<file path="src/rtl/ifetch_pkg.sv">
// Shared definitions for the instruction-fetch SRAM controller.
//   state_e      : controller mode (LOAD after reset, RUN, DRAIN)
//   DEPTH_DEF    : default SRAM depth in 32-bit words
//   AW_DEF       : default word-index width, log2(DEPTH_DEF)
//   addr_legal() : byte address is word aligned and inside the SRAM window
//   word_index() : byte address to zero-extended word index
package ifetch_pkg;

  typedef enum logic [1:0] {
    LOAD  = 2'd0,
    RUN   = 2'd1,
    DRAIN = 2'd2
  } state_e;

  localparam int unsigned DEPTH_DEF = 128;
  localparam int unsigned AW_DEF    = 7;

  // The offset is taken modulo 2^64, so addresses below the base wrap to a
  // huge offset and fail the range test.
  function automatic logic addr_legal(input logic [63:0] addr,
                                      input logic [63:0] base,
                                      input int unsigned depth);
    logic [63:0] off;
    off = addr - base;
    return (off[1:0] == 2'b00) && (off < (64'(depth) << 2));
  endfunction

  function automatic logic [63:0] word_index(input logic [63:0] addr,
                                             input logic [63:0] base,
                                             input int unsigned aw);
    logic [63:0] off;
    logic [63:0] mask;
    off  = addr - base;
    mask = (64'd1 << aw) - 64'd1;
    return (off >> 2) & mask;
  endfunction

endpackage

</file>
<file path="src/rtl/ifetch_sram_ctrl_if.sv">
// Bundle of the loader, fetch and SRAM port signals of ifetch_sram_ctrl.
//   slave  : the controller's view (loader/fetch requests in, SRAM strobes out)
//   master : the environment's view (loader, CPU fetch stage, SRAM)
interface ifetch_sram_ctrl_if;
  logic        load_valid;
  logic        load_ready;
  logic [63:0] load_addr;
  logic [31:0] load_data;
  logic        load_done;
  logic        load_err;
  logic        reload;
  logic        fetch_req_valid;
  logic        fetch_req_ready;
  logic [63:0] fetch_pc;
  logic        fetch_flush;
  logic        fetch_resp_valid;
  logic        fetch_resp_ready;
  logic [31:0] fetch_resp_inst;
  logic        fetch_resp_err;
  logic        inst_sram_en;
  logic [63:0] inst_sram_addr;
  logic        inst_sram_wen;
  logic [63:0] inst_sram_waddr;
  logic [31:0] inst_sram_wdata;
  logic [31:0] inst_sram_rdata;

  modport slave (
    input  load_valid, load_addr, load_data, load_done, reload,
           fetch_req_valid, fetch_pc, fetch_flush, fetch_resp_ready,
           inst_sram_rdata,
    output load_ready, load_err, fetch_req_ready, fetch_resp_valid,
           fetch_resp_inst, fetch_resp_err, inst_sram_en, inst_sram_addr,
           inst_sram_wen, inst_sram_waddr, inst_sram_wdata
  );

  modport master (
    output load_valid, load_addr, load_data, load_done, reload,
           fetch_req_valid, fetch_pc, fetch_flush, fetch_resp_ready,
           inst_sram_rdata,
    input  load_ready, load_err, fetch_req_ready, fetch_resp_valid,
           fetch_resp_inst, fetch_resp_err, inst_sram_en, inst_sram_addr,
           inst_sram_wen, inst_sram_waddr, inst_sram_wdata
  );
endinterface

</file>
<file path="src/rtl/ifetch_resp_skid.sv">
// Single-entry fetch response buffer.
//   i_accept/i_legal : a request was accepted this cycle and whether it hit SRAM
//   i_flush          : drop any pending response (and the read now in flight)
//   i_rdata          : registered SRAM read data, valid the cycle after the read
//   i_ready          : consumer accepts the response
//   o_valid/o_inst/o_err : response presented to the fetch stage
// In the first response cycle the SRAM data is bypassed straight through; if
// that cycle stalls, the word is captured so later cycles see a stable value
// after the SRAM output has returned to 0.
module ifetch_resp_skid (
  input  logic        clk,
  input  logic        rst_n,
  input  logic        i_accept,
  input  logic        i_legal,
  input  logic        i_flush,
  input  logic [31:0] i_rdata,
  input  logic        i_ready,
  output logic        o_valid,
  output logic [31:0] o_inst,
  output logic        o_err
);

  logic        r_valid;
  logic        r_fresh;   // first response cycle: data comes from the SRAM
  logic        r_legal;
  logic        r_err;
  logic [31:0] r_hold;
  logic [31:0] w_inst;

  // NOTE: clocked state uses non-blocking assignments so every register
  // samples the values from before the edge, independent of statement order.
  always_ff @(posedge clk or negedge rst_n) begin
    if (!rst_n) begin
      r_valid <= 1'b0;
      r_fresh <= 1'b0;
      r_legal <= 1'b0;
      r_err   <= 1'b0;
      r_hold  <= 32'h0;
    end else begin
      if (i_flush)                r_valid <= 1'b0;
      else if (i_accept)          r_valid <= 1'b1;
      else if (r_valid && i_ready) r_valid <= 1'b0;

      r_fresh <= i_accept;
      if (i_accept) begin
        r_legal <= i_legal;
        r_err   <= !i_legal;
      end

      if (r_valid && r_fresh && !i_ready)
        r_hold <= r_legal ? i_rdata : 32'h0;
    end
  end

  assign w_inst  = r_fresh ? (r_legal ? i_rdata : 32'h0) : r_hold;
  // Flush hides the response in the same cycle so it can never handshake.
  assign o_valid = r_valid && !i_flush;
  assign o_inst  = o_valid ? w_inst : 32'h0;
  assign o_err   = o_valid && r_err;

endmodule

</file>
<file path="src/rtl/ifetch_sram_ctrl.sv">
// Sequences the single-port instruction SRAM between a program loader and
// the CPU fetch stage.
//   clk, rst_n : clock, asynchronous active-low reset
//   io_bus     : loader write handshake, load_done/reload pulses, fetch
//                request/response handshakes, flush, and the SRAM ports
// LOAD admits loader writes (0-cycle to wen); RUN serves fetches with one
// outstanding read; DRAIN waits for the pending response before LOAD.
module ifetch_sram_ctrl
  import ifetch_pkg::*;
#(
  parameter int unsigned DEPTH     = DEPTH_DEF,
  parameter int unsigned AW        = AW_DEF,
  parameter logic [63:0] BASE_ADDR = 64'h0
) (
  input  logic               clk,
  input  logic               rst_n,
  ifetch_sram_ctrl_if.slave  io_bus
);

  state_e      r_state;
  logic        r_load_err;

  logic        w_load_fire;
  logic        w_load_legal;
  logic [63:0] w_load_idx;
  logic        w_req_ready;
  logic        w_req_fire;
  logic        w_req_legal;
  logic [63:0] w_req_idx;
  logic        w_resp_valid;
  logic [31:0] w_resp_inst;
  logic        w_resp_err;

  assign w_load_legal = addr_legal(io_bus.load_addr, BASE_ADDR, DEPTH);
  assign w_load_idx   = word_index(io_bus.load_addr, BASE_ADDR, AW);
  assign w_req_legal  = addr_legal(io_bus.fetch_pc, BASE_ADDR, DEPTH);
  assign w_req_idx    = word_index(io_bus.fetch_pc, BASE_ADDR, AW);

  assign w_load_fire  = (r_state == LOAD) && io_bus.load_valid;
  assign w_req_ready  = (r_state == RUN) && !io_bus.reload && !io_bus.fetch_flush &&
                        (!w_resp_valid || io_bus.fetch_resp_ready);
  assign w_req_fire   = w_req_ready && io_bus.fetch_req_valid;

  always_ff @(posedge clk or negedge rst_n) begin
    if (!rst_n) begin
      r_state    <= LOAD;
      r_load_err <= 1'b0;
    end else begin
      if (w_load_fire && !w_load_legal) r_load_err <= 1'b1;
      case (r_state)
        LOAD:    if (io_bus.load_done) r_state <= RUN;
        RUN:     if (io_bus.reload) r_state <= DRAIN;
        DRAIN:   if (!w_resp_valid || io_bus.fetch_resp_ready) r_state <= LOAD;
        default: r_state <= LOAD;
      endcase
    end
  end

  // SRAM strobes: writes only in LOAD, reads only in RUN, so never both.
  always_comb begin
    // NOTE: every output gets a default first so no path infers a latch.
    io_bus.inst_sram_wen   = 1'b0;
    io_bus.inst_sram_waddr = 64'h0;
    io_bus.inst_sram_wdata = 32'h0;
    io_bus.inst_sram_en    = 1'b0;
    io_bus.inst_sram_addr  = 64'h0;
    if (w_load_fire && w_load_legal) begin
      io_bus.inst_sram_wen   = 1'b1;
      io_bus.inst_sram_waddr = w_load_idx;
      io_bus.inst_sram_wdata = io_bus.load_data;
    end
    if (w_req_fire && w_req_legal) begin
      io_bus.inst_sram_en   = 1'b1;
      io_bus.inst_sram_addr = w_req_idx;
    end
  end

  ifetch_resp_skid u_resp_skid (
    .clk      (clk),
    .rst_n    (rst_n),
    .i_accept (w_req_fire),
    .i_legal  (w_req_legal),
    .i_flush  (io_bus.fetch_flush),
    .i_rdata  (io_bus.inst_sram_rdata),
    .i_ready  (io_bus.fetch_resp_ready),
    .o_valid  (w_resp_valid),
    .o_inst   (w_resp_inst),
    .o_err    (w_resp_err)
  );

  assign io_bus.load_ready       = (r_state == LOAD);
  assign io_bus.load_err         = r_load_err;
  assign io_bus.fetch_req_ready  = w_req_ready;
  assign io_bus.fetch_resp_valid = w_resp_valid;
  assign io_bus.fetch_resp_inst  = w_resp_inst;
  assign io_bus.fetch_resp_err   = w_resp_err;

endmodule

</file>
<file path="src/flat_wrapper.sv">
// flat-port wrapper written by rule: the top's interface ports become plain ports
module ifetch_sram_ctrl_flat import ifetch_pkg::*;
#(
  parameter int unsigned DEPTH     = DEPTH_DEF,
  parameter int unsigned AW        = AW_DEF,
  parameter logic [63:0] BASE_ADDR = 64'h0
)
  (clk, rst_n, io_bus_load_valid, io_bus_load_addr, io_bus_load_data, io_bus_load_done, io_bus_reload, io_bus_fetch_req_valid, io_bus_fetch_pc, io_bus_fetch_flush, io_bus_fetch_resp_ready, io_bus_inst_sram_rdata, io_bus_load_ready, io_bus_load_err, io_bus_fetch_req_ready, io_bus_fetch_resp_valid, io_bus_fetch_resp_inst, io_bus_fetch_resp_err, io_bus_inst_sram_en, io_bus_inst_sram_addr, io_bus_inst_sram_wen, io_bus_inst_sram_waddr, io_bus_inst_sram_wdata);
  ifetch_sram_ctrl_if io_bus_i ();
  input  logic clk;
  input  logic rst_n;
  input wire logic [$bits(io_bus_i.load_valid)-1:0] io_bus_load_valid;
  input wire logic [$bits(io_bus_i.load_addr)-1:0] io_bus_load_addr;
  input wire logic [$bits(io_bus_i.load_data)-1:0] io_bus_load_data;
  input wire logic [$bits(io_bus_i.load_done)-1:0] io_bus_load_done;
  input wire logic [$bits(io_bus_i.reload)-1:0] io_bus_reload;
  input wire logic [$bits(io_bus_i.fetch_req_valid)-1:0] io_bus_fetch_req_valid;
  input wire logic [$bits(io_bus_i.fetch_pc)-1:0] io_bus_fetch_pc;
  input wire logic [$bits(io_bus_i.fetch_flush)-1:0] io_bus_fetch_flush;
  input wire logic [$bits(io_bus_i.fetch_resp_ready)-1:0] io_bus_fetch_resp_ready;
  input wire logic [$bits(io_bus_i.inst_sram_rdata)-1:0] io_bus_inst_sram_rdata;
  output wire logic [$bits(io_bus_i.load_ready)-1:0] io_bus_load_ready;
  output wire logic [$bits(io_bus_i.load_err)-1:0] io_bus_load_err;
  output wire logic [$bits(io_bus_i.fetch_req_ready)-1:0] io_bus_fetch_req_ready;
  output wire logic [$bits(io_bus_i.fetch_resp_valid)-1:0] io_bus_fetch_resp_valid;
  output wire logic [$bits(io_bus_i.fetch_resp_inst)-1:0] io_bus_fetch_resp_inst;
  output wire logic [$bits(io_bus_i.fetch_resp_err)-1:0] io_bus_fetch_resp_err;
  output wire logic [$bits(io_bus_i.inst_sram_en)-1:0] io_bus_inst_sram_en;
  output wire logic [$bits(io_bus_i.inst_sram_addr)-1:0] io_bus_inst_sram_addr;
  output wire logic [$bits(io_bus_i.inst_sram_wen)-1:0] io_bus_inst_sram_wen;
  output wire logic [$bits(io_bus_i.inst_sram_waddr)-1:0] io_bus_inst_sram_waddr;
  output wire logic [$bits(io_bus_i.inst_sram_wdata)-1:0] io_bus_inst_sram_wdata;
  assign io_bus_i.load_valid = io_bus_load_valid;
  assign io_bus_i.load_addr = io_bus_load_addr;
  assign io_bus_i.load_data = io_bus_load_data;
  assign io_bus_i.load_done = io_bus_load_done;
  assign io_bus_i.reload = io_bus_reload;
  assign io_bus_i.fetch_req_valid = io_bus_fetch_req_valid;
  assign io_bus_i.fetch_pc = io_bus_fetch_pc;
  assign io_bus_i.fetch_flush = io_bus_fetch_flush;
  assign io_bus_i.fetch_resp_ready = io_bus_fetch_resp_ready;
  assign io_bus_i.inst_sram_rdata = io_bus_inst_sram_rdata;
  assign io_bus_load_ready = io_bus_i.load_ready;
  assign io_bus_load_err = io_bus_i.load_err;
  assign io_bus_fetch_req_ready = io_bus_i.fetch_req_ready;
  assign io_bus_fetch_resp_valid = io_bus_i.fetch_resp_valid;
  assign io_bus_fetch_resp_inst = io_bus_i.fetch_resp_inst;
  assign io_bus_fetch_resp_err = io_bus_i.fetch_resp_err;
  assign io_bus_inst_sram_en = io_bus_i.inst_sram_en;
  assign io_bus_inst_sram_addr = io_bus_i.inst_sram_addr;
  assign io_bus_inst_sram_wen = io_bus_i.inst_sram_wen;
  assign io_bus_inst_sram_waddr = io_bus_i.inst_sram_waddr;
  assign io_bus_inst_sram_wdata = io_bus_i.inst_sram_wdata;
  ifetch_sram_ctrl #(.DEPTH(DEPTH), .AW(AW), .BASE_ADDR(BASE_ADDR)) u_core (.clk(clk), .rst_n(rst_n), .io_bus(io_bus_i));
endmodule
</file>
<file path="config.mk">
export PLATFORM = sky130hd
export DESIGN_NAME = ifetch_sram_ctrl_flat
export DESIGN_NICKNAME = d
export VERILOG_FILES = /design/src/rtl/ifetch_pkg.sv /design/src/rtl/ifetch_sram_ctrl_if.sv /design/src/rtl/ifetch_resp_skid.sv /design/src/rtl/ifetch_sram_ctrl.sv /design/src/flat_wrapper.sv
export SDC_FILE = /design/constraint.sdc
export NUM_CORES = 1
export LEC_CHECK = 0
export ABC_AREA = 1
export ABC_CLOCK_PERIOD_IN_PS = 1500
export CAP_MARGIN = 10
export CORE_AREA = 2 2 155 157
export DETAILED_ROUTE_END_ITERATION = 6
export DIE_AREA = 0 0 157 159
export DONT_BUFFER_PORTS = 1
export SYNTH_ARGS = -nofsm -noshare
export SYNTH_HDL_FRONTEND = slang
export SYNTH_SLANG_ARGS = --single-unit
</file>
<file path="constraint.sdc">
create_clock -name clk -period 1.5 [get_ports clk]
set_input_delay 0.3 -clock clk [delete_from_list [all_inputs] [get_ports clk]]
set_output_delay 0.3 -clock clk [all_outputs]
set_load 0.005 [all_outputs]
</file>
==> results of run 1 <==
[power by group]
group	internal, µW	switching (µW)	leakage, µW
combinational	292	464	0.00169
clock	954	433	0.0000911
sequential	1210	149	0.000492
[cell families after synthesis]
logic type      Yosys count
compound gates           98
buf+inv                 215
flops                    39
other cells               1
simple gates            249
[registers in the layout, indices dropped and copies added, names as in the netlist]
name                        count
u_core.io_bus.load_err          1
u_core.u_resp_skid.r_hold      32
u_core.u_resp_skid.r_valid      1
u_core.r_state                  2
u_core.u_resp_skid.r_err        1
u_core.u_resp_skid.r_legal      1
u_core.u_resp_skid.r_fresh      1
[layout make-up]
class | instances | area, µm²
Tap cell | 319 | 399
Fill cell | 2552 | 17800
Antenna cell | 1 | 2.50
Multi-Input combinational cell | 461 | 2740
Timing Repair Buffer | 52 | 752
Clock inverter | 2 | 60.1
Clock buffer | 6 | 129
Inverter | 77 | 294
Sequential cell | 39 | 977
[Yosys cell counts (all sizes together)]
master / instances
nor3: 3
a21oi: 64
o21bai: 1
inv: 77
nand2: 83
o21ai: 32
nand3: 7
conb: 1
nor2: 154
or2: 1
buf: 126
clkbuf: 12
dfrtp: 39
nand3b: 1
o31ai: 1
[per-layer routing]
layer / global-route usage [%] / wire [µm] / vias up
met2: 14.6 / 6550 / 194
li1: - / - / 1671
met3: 1.42 / 880 / 8
met1: 10.6 / 5280 / 1602
met5: 0 / 0 / -
met4: 2.00 / 102 / 0
[worst paths after layout]
path                                                              to  slack, ns  cells past startpoint
min in group asynchronous  u_core.u_resp_skid.r_hold[31]$_DFFE_PN0P_       0.50                      2
setup reg to reg              u_core.u_resp_skid.r_legal$_DFFE_PN0P_      -0.14                      9
setup / recovery                            io_bus_inst_sram_addr[6]      -0.38                      6
hold reg to reg                   u_core.io_bus.load_err$_DFFE_PN0P_       0.52                      2
max in group asynchronous       u_core.u_resp_skid.r_fresh$_DFF_PN0_       0.78                      2
hold / removal                         u_core.r_state[0]$_DFFE_PN0P_       0.14                      2
[what timing repair did]
action,CTS,global route
hold endpoints to repair,39,0
buffers inserted,7,7
endpoints found under the setup margin,84,86
pin swaps,4,7
cloned,3,5
hold buffers,2,0
resized for setup,102,110
[per-stage QoR]
stage / utilization, % / hold WS [ns] / instances / TNS, ns
2_1_floorplan: - / 0.00441 / 715 / 0
5_1_grt: 23.1 / 0.144 / 956 / -33.01
3_3_place_gp: 17.2 / 0.00553 / 926 / -10.47
3_5_place_dp: 17.2 / 0.00534 / 926 / -11.42
6_report: 23.1 / 0.140 / 957 / -26.42
4_1_cts: 19.8 / 0.130 / 946 / -23.91
[layout by cell type, fill, tap and decap left out, types with 4 or more instances in the layout]
cell / instances
buf_4: 17
a21oi_2: 31
inv_2: 4
dfrtp_1: 38
o21ai_4: 21
nand2_1: 82
nand3_4: 4
a21oi_1: 33
nor2_2: 7
buf_12: 13
nor2_1: 100
conb_1: 114
clkbuf_16: 10
nor2_4: 47
inv_1: 72
o21ai_2: 11
buf_6: 13
==> impl_results.md, run 1 <==
* Vias after detailed routing at ~3.5k
* Top cells by area, synth: dfrtp_1 25%, buf_4 22%, nor2_1 11%
* Synth Register Bits at 39
* FF-to-FF Start: u_core.r_state[1]$_DFFE_PN0P_
* Synth Instances at between 600 and 700
* Slack of the critical path at -0.384 ns
* Synth Area in Adders at 0%
* DP Worst Slack at -0.453 ns
* Post-Route WL at 12.8 mm
* Final setup viols at 83
* CP startpoint: u_core.r_state[1]$_DFFE_PN0P_
* Initial core utilization at between 10% and 20%
* Slew Viols, Final at 0
* Std-Cell Core Area at between 0.02 and 0.025 mm²
* Synthesis-to-layout area growth at 39.4%
* Gpl congestion at 0.827
* Compound-Gate Fraction of Synth Area at 12.9%
* Final ANT Viol Nets at 0
* Status: complete, but fails checks
* Clock sinks at 39
* TritonCTS buffer count at 5
* Die X-Extent at roughly 160 µm
* Crit. End Element: output pin
* TritonCTS clock tree: yes
* Io pins at around 400
* CP Class: reg -> out
* Fin area at 0.00535 mm²
* CTS root buf: clkbuf_16
* NumNets Final at between 800 and 900
* Synth Area per Inst at between 6 and 7 µm²
* Crit path launch type: flip-flop
* Critical Path RT at 1.20 ns
* Mux cell area share after synthesis at 0%
* Max H-tree Level at 2
* CP Cell Sequence: inv_2, nand3_4, nor3_4, buf_6, nand3_4, nor2_4
* RSZ-0062 raised after global routing: true
* Final hold vios at 0
* Worst Hold Class: in -> reg
* Via-per-instance ratio at approximately 3.6
* Mapped cell area at around 0.0038 mm²
* CP Buf/Inv Count at 2
* Dominant cell type by area after synthesis: dfrtp_1
* Worst Max-Slew Pin Slew at 0.509 ns
* Area fraction of the dominant cell type after synthesis at 25.4%
* Final Skew at around 0.0024 ns
* Slew margin rel. at 66.0%
* Synth Area in Simple Gates at 28.3%
* Final period util at 126%
* Crit-path leading delay family: simple AND/OR/NAND/NOR gates
* Die outline height at around 160 µm
* Placed cell area at 0.00398 mm²
* Row Count at 56
* First-pass GRT wire length at roughly 16 mm
* DRC at 0
* Sequential area share after synthesis at between 20 and 30%
* Max-cap violation count at 0
* Final global-route overflow total at 0
* Clock tree buffer depth at 2
* Min Tclk post-route at approximately 1.9 ns
* Largest family of logic cells by synthesized area: buffers and inverters
* Pwr dens at 655 mW/mm²
* Xor and xnor area share after synthesis at 0%
* Worst-path clk slew at 0.06 ns
* CP most frequent cell: nand3_4
* Total track usage at ~8.4%
* Total Die Area at ~0.025 mm²
* Pre-antenna DRT Iters at 4
* Hpwl dp at between 9 and 10 mm
* DRT iter0 DRCs at roughly 200
* Crit Path Max Fanout at 8
* Leak Pwr at roughly 0.0023 µW
* VDD IR-drop max at 0.353 mV
* Total Power at between 3000 and 4000 µW
* Number of antenna violations at the first check in global routing at 1
* Yosys warning total at 0
* Violated checks: setup timing
* Crit-path max cell delay at about 0.4 ns
* FMAX at 0.531 GHz
* Routed len/inst at between 10 and 15 µm
* CP arrival at roughly 1.6 ns
* Layout cell share with drive strength beyond 1 at 29.7%
* Vias in the first global route at just under 3k
* Clock Latency Late Sink at approximately 0.28 ns
* CP max-delay cell: dfrtp_1
* Number of port buffers at 0
* Distinct cell type count after synthesis at 21
* Pin count of the biggest net entering global routing at 65
* Hold_sp: io_bus_load_done
Power figures use the tool's default switching activity.
==> run 2, diff against run 1 <==
Settings changed: ABC_CLOCK_PERIOD_IN_PS 1500 to 2290, SETUP_SLACK_MARGIN set to 0.1.
Clock period 1.5 ns to 2.29 ns, I/O delays scaled along.
==> impl_results.md, run 2 (synthesis results as in run 1) <==
* CP arrival at around 1.6 ns
* VDD IR-drop max at around 0.20 mV
* Clock sinks at 39
* First-pass GRT wire length at approximately 15 mm
* NumNets Final at roughly 800
* Via-per-instance ratio at roughly 3.6
* Gpl congestion at roughly 0.82
* Number of antenna violations at the first check in global routing at 0
* Clock Latency Late Sink at approximately 0.28 ns
* Max-cap violation count at 0
* Final period util at 90.8%
* Pin count of the biggest net entering global routing at 65
* Final Core Density at 17.7%
* Crit-path max cell delay at 0.22 ns
* Routed len/inst at between 10 and 15 µm
* Number of port buffers at 0
* CP Cell Sequence: nor2_1, nand2_1, nor2_1, nand2_1, nor2_2, nand3_4, buf_12, nor2_2, buf_4
* Synthesis-to-layout area growth at 6.91%
* Status: finished, final reports clean
* Total track usage at under 10%
* Die X-Extent at about 160 µm
* Antenna diodes at 0
* Worst Max-Slew Pin Slew at 0.623 ns
* Crit. End Element: output pin
* Total Die Area at approximately 0.025 mm²
* DRC at 0
* Final global-route overflow total at 0
* Final Skew at around 0.0013 ns
* Crit path launch type: input port
* Slew margin rel. at roughly three fifths
* Pre-antenna DRT Iters at 4
* Vias after detailed routing at between 3k and 4k
* Commonest non-fill, non-tap cells in the layout: 114 x conb_1, 107 x nor2_1, 83 x nand2_1, 76 x inv_1, 64 x a21oi_1
* Worst Hold Class: in -> async
* Clock tree buffer depth at 2
* Final setup viols at 0
* CP max-delay cell: nor2_1
* Pwr dens at a little over 500 mW/mm²
* Post-Route WL at 11.6 mm
* Std-Cell Core Area at about 0.023 mm²
* CTS root buf: clkbuf_16
* CP Buf/Inv Count at 2
* Leak Pwr at roughly 0.002 µW
* CP Class: in -> out
* Worst-path clk slew at approximately 0.060 ns
* TritonCTS clock tree: yes
* TritonCTS buffer count at 5
* Final hold vios at 0
* DRT iter0 DRCs at about 290
* Die outline height at 159 µm
* Min Tclk post-route at 2.08 ns
* Slew Viols, Final at 0
* Crit Path Max Fanout at 10
* Final ANT Viol Nets at 0
* Critical Path RT at 1.83 ns
* Crit-path leading delay family: simple AND/OR/NAND/NOR gates
* Max H-tree Level at 2
* Total negative setup slack at 0 ns
* Largest regs: u_core.u_resp_skid.r_hold x32, u_core.r_state x2
* Number of flip-flops in the largest register at 32
* FMAX at between 0.4 and 0.5 GHz
* Hpwl dp at slightly above 9 mm
* Initial core utilization at about 17%
* Io pins at approximately 400
* Largest Register: u_core.u_resp_skid.r_hold
* Most common cell after layout, fill and taps aside: conb_1
* Row Count at between 50 and 60
* RSZ-0062 raised after global routing: false
* Vias in the first global route at between 2k and 3k
* Layout cell share with drive strength beyond 1 at 13.0%
run 2: changes by cell type in the layout (fill, tap and decap cells not counted), sizes merged:
cell	before	now
clkinv	1	0
diode	1	0
clkbuf	11	8
buf	46	15
inv	76	77
dlygate4sd3	1	0
run 2: area by class of cell:
class | count | area [µm²]
fill | 2660 | 19100
multi-input combinational | 461 | 2050
sequential | 39 | 977
tap | 319 | 399
inverter | 77 | 289
timing repair buffer | 17 | 200
clock buffer | 6 | 129
clock inverter | 2 | 60.1
run 2: final timing paths:
kind / start / to / slack, ns / depth (start not counted)
setup reg to reg: u_core.u_resp_skid.r_fresh$_DFF_PN0_ / u_core.u_resp_skid.r_hold[28]$_DFFE_PN0P_ / 0.77 / 5
setup / recovery: io_bus_load_addr[16] / io_bus_inst_sram_wdata[17] / 0.21 / 9
max in group asynchronous: rst_n / u_core.u_resp_skid.r_fresh$_DFF_PN0_ / 2.05 / 1
min in group clk: io_bus_load_done / u_core.r_state[0]$_DFFE_PN0P_ / 0.31 / 2
hold reg to reg: u_core.u_resp_skid.r_hold[31]$_DFFE_PN0P_ / u_core.u_resp_skid.r_hold[31]$_DFFE_PN0P_ / 0.52 / 2
hold / removal: rst_n / u_core.u_resp_skid.r_hold[13]$_DFFE_PN0P_ / 0.01 / 1
run 2: repair_timing:
action | 4_1_cts | 5_1_grt
setup buffers | 0 | 1
pin swaps | 1 | 0
endpoints found under the setup margin | 8 | 9
hold buffers | 1 | 0
endpoints found under the hold margin | 39 | 0
gates cloned | 0 | 2
gates resized for setup | 4 | 6
run 2: per-stage QoR:
stage               total power (µW)  setup WS (ns)  hold slack, ns  area [µm²]  cells
floorplan                       1220          0.498           0.162        4260    715
global placement                1150          0.161           0.164        3800    909
detailed placement              1160          0.150           0.163        3800    909
CTS                             2120          0.146          0.0233        4030    918
global route                    2210         0.0886          0.0308        4100    921
finish                          2090          0.211          0.0147        4100    921
run 2: layer usage:
metal	up-vias	track usage (%)	part of all wire (%)	wire, µm
met4	0	1.88	0.80	93
met2	199	13.3	46	5380
li1	1593	-	-	-
met3	7	1.36	9.2	1060
met5	-	0	0	0
met1	1478	10.8	44	5050
run 2: power by group:
group | internal, µW | leakage [µW] | switching, µW
Clock | 625 | 0.0000911 | 281
Sequential | 792 | 0.000492 | 52.8
Combinational | 118 | 0.00141 | 224
Total | 1530 | 0.00199 | 558
run 2: worst register-to-register path: cells and delay by family (launching register included):
kind                   cells  cell delay (ns)
AOI/OAI and AO/OA          1             0.14
and+or+nand+nor            3             0.35
DFF                        1             0.47
buffers and inverters      1             0.48
==> run 3, diff against run 2 <==
--- a/config.mk
+++ b/config.mk
@@ -11,2 +11,3 @@
 export CORE_AREA = 2 2 155 157
+export CTS_CLUSTER_SIZE = 10
 export DETAILED_ROUTE_END_ITERATION = 6
==> constraint.sdc (replaced) <==
create_clock -name clk -period 2.29 [get_ports clk]
set_input_delay 0.687 -clock clk [delete_from_list [all_inputs] [get_ports clk]]
set_output_delay 0.687 -clock clk [all_outputs]
set_load 0.005 [all_outputs]
==> impl_results.md, run 3 (synthesis results as in run 1) <==
* Status: complete, but fails checks
* Violated checks: setup timing
* Worst-path clk slew at ~0.07 ns
* Clock Latency Late Sink at between 0.2 and 0.3 ns
* Vias in the first global route at 2,748
* Row Count at 56
* Crit. End Element: output pin
* Crit path launch type: input port
* Fin area at 0.00451 mm²
* Final global-route overflow total at 0
* Final setup viols at 40
* Pre-antenna DRT Iters at 4
* Non-Filler Instances at between 900 and 1k
* Clock sinks at 39
* Fillers at approximately 2.6k
* Critical Path RT at 1.60 ns
* Hpwl dp at between 9 and 10 mm
* Max-cap violation count at 0
* Reg-to-Reg End: u_core.u_resp_skid.r_legal$_DFFE_PN0P_
* Dpl cells at between 900 and 1k
* Final hold vios at 0
* Number of antenna violations at the first check in global routing at 2
* GRT met3 Usage at between 1.5 and 2%
* Leak Pwr at between 0.002 and 0.0025 µW
* Number of port buffers at 0
* R2r setup slk at around 0.75 ns
* CTS root buf: clkbuf_16
* Via-per-instance ratio at roughly 3.5
* Gpl congestion at ~0.86
* DRC at 0
* Final hold slack at between 0.08 and 0.09 ns
* RSZ-0062 raised after global routing: true
* Crit Path Max Fanout at 18
* GRT busiest layer: met2
* Commonest non-fill, non-tap cells in the layout: 114 x conb_1, 77 x nand2_1, 76 x nor2_1, 69 x inv_1, 62 x a21oi_1
* Die X-Extent at around 160 µm
* Largest Register: u_core.u_resp_skid.r_hold
* Largest regs: u_core.u_resp_skid.r_hold x32, u_core.r_state x2
* Vias after detailed routing at roughly 3.3k
* Io pins at ~400
* Layout cell share with drive strength beyond 1 at around 23%
* Max H-tree Level at 2
* Final Skew at a little over 0.01 ns
* Final Core Density at roughly 19%
* Clock tree buffer depth at 2
* Met1 usage at between 10% and 20%
* Slew Viols, Final at 0
* Pin count of the biggest net entering global routing at 66
* Routed len/inst at between 10 and 15 µm
* Final period util at 106%
* Worst r2r path cells at 7
* First-pass GRT wire length at 15.2 mm
* DRT iter0 DRCs at 192
* Die outline height at around 160 µm
* Final ANT Viol Nets at 0
* Total Die Area at about 0.025 mm²
* Post-Route WL at 11.2 mm
* CP arrival at 1.75 ns
* Initial core utilization at between 10% and 20%
* TritonCTS buffer count at 5
* Total track usage at between 7 and 8%
* Most common cell after layout, fill and taps aside: conb_1
* Multi-input logic area at between 0.002 and 0.0025 mm²
* Pwr dens at 449 mW/mm²
* Worst Hold Class: in -> async
* FF-to-FF Start: u_core.r_state[0]$_DFFE_PN0P_
* Synthesis-to-layout area growth at 17.6%
* CP Class: in -> out
* Number of flip-flops in the largest register at 32
* Slack of the critical path at -0.145 ns
* NumNets Final at slightly above 800
* Placed cell area at 0.00394 mm²
* Post-CTS Hold Buffers at 0
* VDD IR-drop max at approximately 0.27 mV
* Register area at approximately 980 µm²
* TritonCTS clock tree: yes
* Total Power at roughly 2000 µW
* M2 GR Usage at about 13%
* Std-Cell Core Area at 0.0232 mm²
* Min Tclk post-route at about 2.4 ns
* FMAX at ~0.41 GHz
==> run 3: cell types whose count changed in the layout (fill, tap and decap cells not counted), sizes merged <==
cell and change:
inv -2, clkbuf -3, diode +1, clkinvlp +1, buf +15, clkinv +3, bufinv -1
==> run 3: worst max path at each step <==
stage | from | to | slack (ns) | depth (start not counted)
floorplan | io_bus_load_addr[1] | io_bus_inst_sram_waddr[0] | 0.05 | 7
global placement | io_bus_load_addr[49] | io_bus_inst_sram_wdata[2] | -0.14 | 8
detailed placement | io_bus_load_addr[61] | io_bus_inst_sram_wdata[3] | -0.15 | 8
CTS | io_bus_load_addr[1] | io_bus_inst_sram_wdata[17] | -0.11 | 7
global route | io_bus_load_addr[40] | io_bus_inst_sram_wdata[17] | -0.20 | 8
finish | io_bus_load_addr[1] | io_bus_inst_sram_wdata[17] | -0.14 | 7
==> run 3: area by class of cell <==
| type | instances | share of cell area [%] |
|---|---|---|
| Multi-Input combinational cell | 461 | 52.1 |
| Tap cell | 319 | 8.85 |
| Clock inverter | 3 | 1.03 |
| Antenna cell | 1 | 0.0555 |
| Inverter | 77 | 7.18 |
| Sequential cell | 39 | 21.7 |
| Timing Repair Buffer | 30 | 6.41 |
| Clock buffer | 5 | 2.77 |
==> run 3: critical path: stages <==
cell and delay, ns:
or2_1 0.20, nor2_1 0.08, nand2_1 0.10, nor2_4 0.15
nand3_4 0.18, buf_12 0.22, nor2_2 0.12
==> run 3: report_power, final <==
part	internal, µW	leakage (µW)	switching (µW)
clock network	518	0.0000804	305
logic	134	0.00147	220
registers	792	0.000492	55.5
total	1440	0.00205	580
==> run 3: timing repair <==
action                                  CTS  global route
resized for setup                        34            71
endpoints found under the setup margin   48            53
pin swaps                                12            27
setup buffers                             4             4
==> run 3: per-layer routing <==
metal  share of wire, %  vias to the layer above
met5               0.12                        -
met1                 42                     1477
met2                 49                      190
met3                7.7                       10
li1                   -                     1618
met4                1.2                        2
==> run 3: through the flow <==
stage	setup slack [ns]	setup TNS [ns]
finish	-0.145	-4.34
global route	-0.201	-6.95
CTS	-0.108	-3.37
detailed placement	-0.152	-5.65
global placement	-0.137	-4.95
floorplan	0.0467	0
